--- src/rtl/branch_resolve_unit_if.sv ---
// Fetch/execute-side bundle of the branch resolve unit: prediction push,
// resolve input, predictor update outputs and statistics.
interface branch_resolve_unit_if #(
    parameter int DEPTH = 4,
    parameter int CNT_W = 16
);
    localparam int OCC_W = $clog2(DEPTH) + 1;

    logic             pred_valid;
    logic             pred_taken;
    logic             pred_ready;
    logic             res_valid;
    logic             res_taken;
    logic             upd_valid;
    logic             taken;
    logic             mispredict;
    logic [OCC_W-1:0] inflight;
    logic [CNT_W-1:0] branch_cnt;
    logic [CNT_W-1:0] miss_cnt;
    logic             proto_err;

    modport master (
        output pred_valid, pred_taken, res_valid, res_taken,
        input  pred_ready, upd_valid, taken, mispredict,
               inflight, branch_cnt, miss_cnt, proto_err
    );

    modport slave (
        input  pred_valid, pred_taken, res_valid, res_taken,
        output pred_ready, upd_valid, taken, mispredict,
               inflight, branch_cnt, miss_cnt, proto_err
    );
endinterface

--- src/rtl/branch_resolve_unit.sv ---
// Pairs in-order fetch predictions with execute outcomes, drives predictor
// updates, flushes on mispredict and holds off fetch during refill.
module branch_resolve_unit #(
    parameter int DEPTH       = 4,
    parameter int RECOVER_CYC = 3,
    parameter int CNT_W       = 16
) (
    input  logic                 clk_i,
    input  logic                 reset_i,
    branch_resolve_unit_if.slave bus
);
    localparam int PTR_W = $clog2(DEPTH);
    localparam int OCC_W = PTR_W + 1;
    localparam int RC_W  = $clog2(RECOVER_CYC + 1);

    localparam logic [1:0] ST_IDLE    = 2'd0;
    localparam logic [1:0] ST_TRACK   = 2'd1;
    localparam logic [1:0] ST_RECOVER = 2'd2;

    localparam logic [OCC_W-1:0] FULL_OCC = OCC_W'(DEPTH);
    localparam logic [CNT_W-1:0] CNT_MAX  = '1;

    logic [1:0]       state_q, state_d;
    logic [RC_W-1:0]  rc_q, rc_d;
    logic [DEPTH-1:0] fifo_q;
    logic [DEPTH-1:0] entry_we;
    logic [PTR_W-1:0] wr_ptr_q, wr_ptr_d;
    logic [PTR_W-1:0] rd_ptr_q, rd_ptr_d;
    logic [OCC_W-1:0] occ_q, occ_d;
    logic             pred_ready_q, pred_ready_d;
    logic             upd_valid_q, upd_valid_d;
    logic             taken_q, taken_d;
    logic             mispredict_q, mispredict_d;
    logic [CNT_W-1:0] branch_cnt_q, branch_cnt_d;
    logic [CNT_W-1:0] miss_cnt_q, miss_cnt_d;
    logic             proto_err_q, proto_err_d;

    logic empty, full, head, pop, miss, push_ok, push_en, err;

    always_comb begin
        empty   = (occ_q == '0);
        full    = (occ_q == FULL_OCC);
        head    = fifo_q[rd_ptr_q];
        pop     = bus.res_valid && !empty;
        miss    = pop && (head != bus.res_taken);
        // A full FIFO still takes a push when the same cycle frees the head.
        push_ok = bus.pred_valid && (pred_ready_q || (full && pop));
        // Wrong-path pushes in the mispredict cycle are silently discarded.
        push_en = push_ok && !miss;
        err     = (bus.pred_valid && !push_ok && !miss) || (bus.res_valid && empty);
    end

    generate
        for (genvar gi = 0; gi < DEPTH; gi++) begin : g_entry
            assign entry_we[gi] = push_en && (wr_ptr_q == PTR_W'(gi));
        end
    endgenerate

    always_ff @(posedge clk_i) begin
        for (int i = 0; i < DEPTH; i++) begin
            if (entry_we[i]) fifo_q[i] <= bus.pred_taken;
        end
    end

    always_comb begin
        state_d      = state_q;
        rc_d         = rc_q;
        wr_ptr_d     = wr_ptr_q;
        rd_ptr_d     = rd_ptr_q;
        occ_d        = occ_q;
        upd_valid_d  = pop;
        mispredict_d = miss;
        taken_d      = pop ? bus.res_taken : taken_q;
        branch_cnt_d = branch_cnt_q;
        miss_cnt_d   = miss_cnt_q;
        proto_err_d  = proto_err_q || err;

        if (pop && branch_cnt_q != CNT_MAX) branch_cnt_d = branch_cnt_q + 1'b1;
        if (miss && miss_cnt_q != CNT_MAX)  miss_cnt_d   = miss_cnt_q + 1'b1;

        if (miss) begin
            occ_d    = '0;
            wr_ptr_d = '0;
            rd_ptr_d = '0;
            state_d  = ST_RECOVER;
            rc_d     = RC_W'(RECOVER_CYC);
        end else begin
            if (push_en) wr_ptr_d = wr_ptr_q + 1'b1;
            if (pop)     rd_ptr_d = rd_ptr_q + 1'b1;
            occ_d = occ_q + OCC_W'(push_en) - OCC_W'(pop);
            if (state_q == ST_RECOVER) begin
                // Leaving on the 1->0 step keeps ready low for exactly RECOVER_CYC cycles.
                if (rc_q <= RC_W'(1)) begin
                    state_d = ST_IDLE;
                    rc_d    = '0;
                end else begin
                    rc_d = rc_q - 1'b1;
                end
            end else begin
                state_d = (occ_d == '0) ? ST_IDLE : ST_TRACK;
            end
        end

        pred_ready_d = (occ_d != FULL_OCC) && (state_d != ST_RECOVER);
    end

    always_ff @(posedge clk_i) begin
        if (reset_i) begin
            state_q      <= ST_IDLE;
            rc_q         <= '0;
            wr_ptr_q     <= '0;
            rd_ptr_q     <= '0;
            occ_q        <= '0;
            pred_ready_q <= 1'b0;
            upd_valid_q  <= 1'b0;
            taken_q      <= 1'b0;
            mispredict_q <= 1'b0;
            branch_cnt_q <= '0;
            miss_cnt_q   <= '0;
            proto_err_q  <= 1'b0;
        end else begin
            state_q      <= state_d;
            rc_q         <= rc_d;
            wr_ptr_q     <= wr_ptr_d;
            rd_ptr_q     <= rd_ptr_d;
            occ_q        <= occ_d;
            pred_ready_q <= pred_ready_d;
            upd_valid_q  <= upd_valid_d;
            taken_q      <= taken_d;
            mispredict_q <= mispredict_d;
            branch_cnt_q <= branch_cnt_d;
            miss_cnt_q   <= miss_cnt_d;
            proto_err_q  <= proto_err_d;
        end
    end

    assign bus.pred_ready = pred_ready_q;
    assign bus.upd_valid  = upd_valid_q;
    assign bus.taken      = taken_q;
    assign bus.mispredict = mispredict_q;
    assign bus.inflight   = occ_q;
    assign bus.branch_cnt = branch_cnt_q;
    assign bus.miss_cnt   = miss_cnt_q;
    assign bus.proto_err  = proto_err_q;
endmodule

--- src/flat_wrapper.sv ---
// flat-port wrapper written by rule: the top's interface ports become plain ports
module branch_resolve_unit_flat 
#(
    parameter int DEPTH       = 4,
    parameter int RECOVER_CYC = 3,
    parameter int CNT_W       = 16
)
  (clk_i, reset_i, bus_pred_valid, bus_pred_taken, bus_res_valid, bus_res_taken, bus_pred_ready, bus_upd_valid, bus_taken, bus_mispredict, bus_inflight, bus_branch_cnt, bus_miss_cnt, bus_proto_err);
  branch_resolve_unit_if #(.DEPTH(DEPTH), .CNT_W(CNT_W)) bus_i ();
  input  logic clk_i;
  input  logic reset_i;
  input wire logic [$bits(bus_i.pred_valid)-1:0] bus_pred_valid;
  input wire logic [$bits(bus_i.pred_taken)-1:0] bus_pred_taken;
  input wire logic [$bits(bus_i.res_valid)-1:0] bus_res_valid;
  input wire logic [$bits(bus_i.res_taken)-1:0] bus_res_taken;
  output wire logic [$bits(bus_i.pred_ready)-1:0] bus_pred_ready;
  output wire logic [$bits(bus_i.upd_valid)-1:0] bus_upd_valid;
  output wire logic [$bits(bus_i.taken)-1:0] bus_taken;
  output wire logic [$bits(bus_i.mispredict)-1:0] bus_mispredict;
  output wire logic [$bits(bus_i.inflight)-1:0] bus_inflight;
  output wire logic [$bits(bus_i.branch_cnt)-1:0] bus_branch_cnt;
  output wire logic [$bits(bus_i.miss_cnt)-1:0] bus_miss_cnt;
  output wire logic [$bits(bus_i.proto_err)-1:0] bus_proto_err;
  assign bus_i.pred_valid = bus_pred_valid;
  assign bus_i.pred_taken = bus_pred_taken;
  assign bus_i.res_valid = bus_res_valid;
  assign bus_i.res_taken = bus_res_taken;
  assign bus_pred_ready = bus_i.pred_ready;
  assign bus_upd_valid = bus_i.upd_valid;
  assign bus_taken = bus_i.taken;
  assign bus_mispredict = bus_i.mispredict;
  assign bus_inflight = bus_i.inflight;
  assign bus_branch_cnt = bus_i.branch_cnt;
  assign bus_miss_cnt = bus_i.miss_cnt;
  assign bus_proto_err = bus_i.proto_err;
  branch_resolve_unit #(.DEPTH(DEPTH), .RECOVER_CYC(RECOVER_CYC), .CNT_W(CNT_W)) u_core (.clk_i(clk_i), .reset_i(reset_i), .bus(bus_i));
endmodule
--- config.mk ---
export PLATFORM = sky130hd
export DESIGN_NAME = branch_resolve_unit_flat
export DESIGN_NICKNAME = d
export VERILOG_FILES = /design/src/rtl/branch_resolve_unit_if.sv /design/src/rtl/branch_resolve_unit.sv /design/src/flat_wrapper.sv
export SDC_FILE = /design/constraint.sdc
export NUM_CORES = 1
export LEC_CHECK = 0
export CORE_MARGIN = 2
export CORE_UTILIZATION = 50
export DETAILED_ROUTE_END_ITERATION = 16
export PLACE_DENSITY = 0.85
export SYNTH_ARGS = -nofsm -noshare
export SYNTH_HDL_FRONTEND = slang
export SYNTH_SLANG_ARGS = --single-unit
--- constraint.sdc ---
create_clock -name clk_i -period 5.02 [get_ports clk_i]
set_input_delay 1.004 -clock clk_i [delete_from_list [all_inputs] [get_ports clk_i]]
set_output_delay 1.004 -clock clk_i [all_outputs]
set_load 0.005 [all_outputs]
==> results.sh <==
export IMPL_grt_start_max_net_pins=42
export IMPL_ant_nets=0
export IMPL_setup_tns_ns=0
export IMPL_finalSetupViolCount=0
export IMPL_cp_data_required_time_ns=5.23
export IMPL_overflow=0
export IMPL_rsz0062_at_grt="false"
export IMPL_synth_area_leaders="dfxtp_1, xnor2_1, edfxtp_1"
export IMPL_ctsHtreeMaxLevel=2
export IMPL_synth_most_common_cell="dfxtp_1"
export IMPL_tritoncts="built"
export IMPL_drive_gt1_frac=0.05031
export IMPL_root_buffer="clkbuf_8"
export IMPL_num_rows=25
export IMPL_cts_buffers=5
export IMPL_synth_mux_area_frac=0.02664
export IMPL_synth_top_cell_by_area="dfxtp_1"
export IMPL_via_per_inst=5.577
export IMPL_multiInputGateArea_mm2=0.001281
export IMPL_clock_skew_ns=0.006949
export IMPL_io_pins=46
export IMPL_floorplan_initialDensity=0.5171
export IMPL_place_congestion=0.8033
export IMPL_p_per_area_mw_per_mm2=360.9
export IMPL_async_flop_share=0
export IMPL_antenna_found_initial=0
export IMPL_synth_area_per_cell_um2=8.979
export IMPL_max_slew_margin=0.3968
export IMPL_area_growth_pct=24.28
export IMPL_postCtsSetupRepairBufs=0
export IMPL_first_pass_iters=5
export IMPL_regArea_mm2=0.001081
export IMPL_synth_edff_count=4
export IMPL_r2r_start="u_core.bus.inflight[2]$_SDFF_PP0_"
export IMPL_grt_pass1_vias=1890
export IMPL_finalMaxSlewViolations=0
export IMPL_rrSetupSlack_ns=2.06
export IMPL_synth_cell_type_count=43
export IMPL_critical_path_arrival_ns=3.70
export IMPL_peakVddDrop_mv=0.3128
export IMPL_cap_violations=0
export IMPL_hold_viol_final=0
export IMPL_cts_hold_fix_buffers=0
export IMPL_post_dp_hpwl_um=3671
export IMPL_reg2reg_to="u_core.state_q[0]$_SDFF_PP0_"
export IMPL_power_uw=1096
export IMPL_grt_pass1_wl_um=8466
export IMPL_drtIter0Drc=219
export IMPL_reg2reg_depth=10
export IMPL_tightest_slew_ns=0.9008
export IMPL_synth_compound_area_frac=0.1204
export IMPL_fp_dieW_um=73.89
export IMPL_synth_common_cells="dfxtp_1, nor2_1, a21oi_1"
export IMPL_final_util=0.6426
export IMPL_startpoint_type="input pin"
export IMPL_worstPathMaxFanout=9
export IMPL_layout_min_cycle_time_ns=3.491
export IMPL_synthAdderAreaFrac=0.04918
export IMPL_crit_type="input pin to flip-flop"
export IMPL_power_leakage_uw=0.0009915
export IMPL_status="finished, final reports clean"
export IMPL_fp_dieH_um=73.89
export IMPL_whs_ns=0.4800
export IMPL_cts_resized=0
export IMPL_synthDominantCellAreaShare=0.3934
export IMPL_synth_main_ff_cell="dfxtp_1"
export IMPL_synth_xor_area_share=0.06096
export IMPL_yosys_area_share_simple=0.2674
export IMPL_nNetsFinal=332
export IMPL_core_mm2=0.004723
export IMPL_yosysWarnings=0
export IMPL_cts_sinks=52
export IMPL_grt_util_all_layers=0.1968
export IMPL_dpl_cell_count=377
export IMPL_drc=0
export IMPL_portBuffers=45
export IMPL_ys_seq_area_frac=0.4426
export IMPL_synthCells=272
export IMPL_hp_start="u_core.bus.taken$_SDFFE_PP0P_"
export IMPL_dieArea_mm2=0.005460
export IMPL_synth_nets=287
export IMPL_num_vias=2147
export IMPL_clockBufferDepth=2
export IMPL_min_period_over_period=0.6955
export IMPL_fill_cells=396
export IMPL_synth_seq_cells=52
export IMPL_min_delay_path_depth=2
export IMPL_wl_per_cell_um=13.17
export IMPL_fmax_mhz=286.4
export IMPL_fin_cells=385
export IMPL_syn_area_mm2=0.002442
export IMPL_cts_reportedPaths_clkPinSlew_ns=0.08
export IMPL_routed_wl_um=5069
export IMPL_cp_end_kind="flip-flop"
export IMPL_diodes=0
export IMPL_hold_path_class="flip-flop to flip-flop"
export IMPL_synth_top_family_by_area="simple AND/OR/NAND/NOR gates"
export IMPL_worst_skew_pair_late_latency_ns=0.30
export IMPL_hold_path_end="u_core.bus.taken$_SDFFE_PP0P_"
==> registers in the layout, indices dropped and copies added (netlist names) <==
signal	flops
u_core.bus.branch_cnt	16
u_core.bus.miss_cnt	16
u_core.rd_ptr_q	2
u_core.bus.upd_valid	1
u_core.state_q	2
u_core.fifo_q	4
u_core.bus.proto_err	1
u_core.rc_q	2
u_core.bus.mispredict	1
u_core.bus.pred_ready	1
u_core.wr_ptr_q	2
u_core.bus.taken	1
u_core.bus.inflight	3
==> per-layer routing <==
metal	GRT usage	wire length, µm	up-vias	share of wire
met4	0.07071	69	0	0.014
met3	0.02606	241	10	0.048
li1	-	-	1070	-
met1	0.2575	2310	1007	0.46
met5	0	0	-	0
met2	0.3313	2448	60	0.48
==> worst max-delay path by stage <==
stage | endpoint | slack, ns | from
after CTS | u_core.state_q[0]$_SDFF_PP0_ | 1.55 | bus_res_valid
after global placement | u_core.state_q[0]$_SDFF_PP0_ | 1.39 | bus_res_valid
after global routing | u_core.state_q[0]$_SDFF_PP0_ | 1.26 | bus_res_valid
after floorplan | u_core.state_q[0]$_SDFF_PP0_ | 2.05 | bus_res_taken
after detailed placement | u_core.bus.pred_ready$_SDFF_PP0_ | 1.25 | bus_res_valid
final | u_core.state_q[0]$_SDFF_PP0_ | 1.53 | bus_res_valid
==> where the power goes <==
part | internal (µW) | switching [µW] | leakage, µW | total (µW)
Sequential | 468 | 53.8 | 0.000426 | 522
Combinational | 157 | 177 | 0.000520 | 333
Clock | 113 | 128 | 0.0000455 | 240
Total | 738 | 358 | 0.000992 | 1100
==> cell type report <==
| cell class | instances | area share |
|---|---|---|
| timing repair buffer | 46 | 0.1509 |
| clock buffer | 8 | 0.02968 |
| inverter | 11 | 0.01360 |
| sequential | 52 | 0.3561 |
| tap | 67 | 0.02762 |
| multi-input combinational | 201 | 0.4221 |
==> per-stage QoR <==
step | setup slack, ns | instance area (µm²)
floorplan | 2.046 | 2442
global placement | 1.389 | 2945
detailed placement | 1.248 | 2945
CTS | 1.553 | 3035
global route | 1.260 | 3035
finish | 1.529 | 3035
==> placed cells by master (no fill, tap or decap), types with 3 or more instances in the layout <==
cell type and count:
dfxtp_1 48, clkdlybuf4s50_1 45, nor2_1 31, a21oi_1 21
nand2_1 19, xnor2_1 14, o21ai_0 10, inv_1 10
nand3_1 9, nor3_1 9, ha_1 8, o31ai_1 7
or4_1 7, and3_1 6, or3_1 6, nor4_1 6
clkbuf_8 6, nand4_1 5, mux2i_1 4, and2_1 4
or2_2 4, edfxtp_1 4, nand2b_1 3, nor2b_1 3
and4_1 3, xor2_1 3, nor4b_1 3
==> cells by family after synthesis <==
group                      after synthesis
adders and majority gates                9
AOI/OAI and AO/OA                       47
muxes                                    6
xor gates and xnor gates                17
and+or+nand+nor                        122
buffers and inverters                   19
DFF                                     52
==> worst max-delay path, stage by stage <==
cell and delay [ns]:
clkdlybuf4s50_1 0.48, o31ai_4 0.14, clkinv_1 0.34, and3_1 0.30
nor2_1 0.24, ha_1 0.19, inv_1 0.05, fa_1 0.38
xor2_1 0.16, xnor2_1 0.17, a311oi_1 0.26
Note: power is estimated with default switching activity, not from simulation.
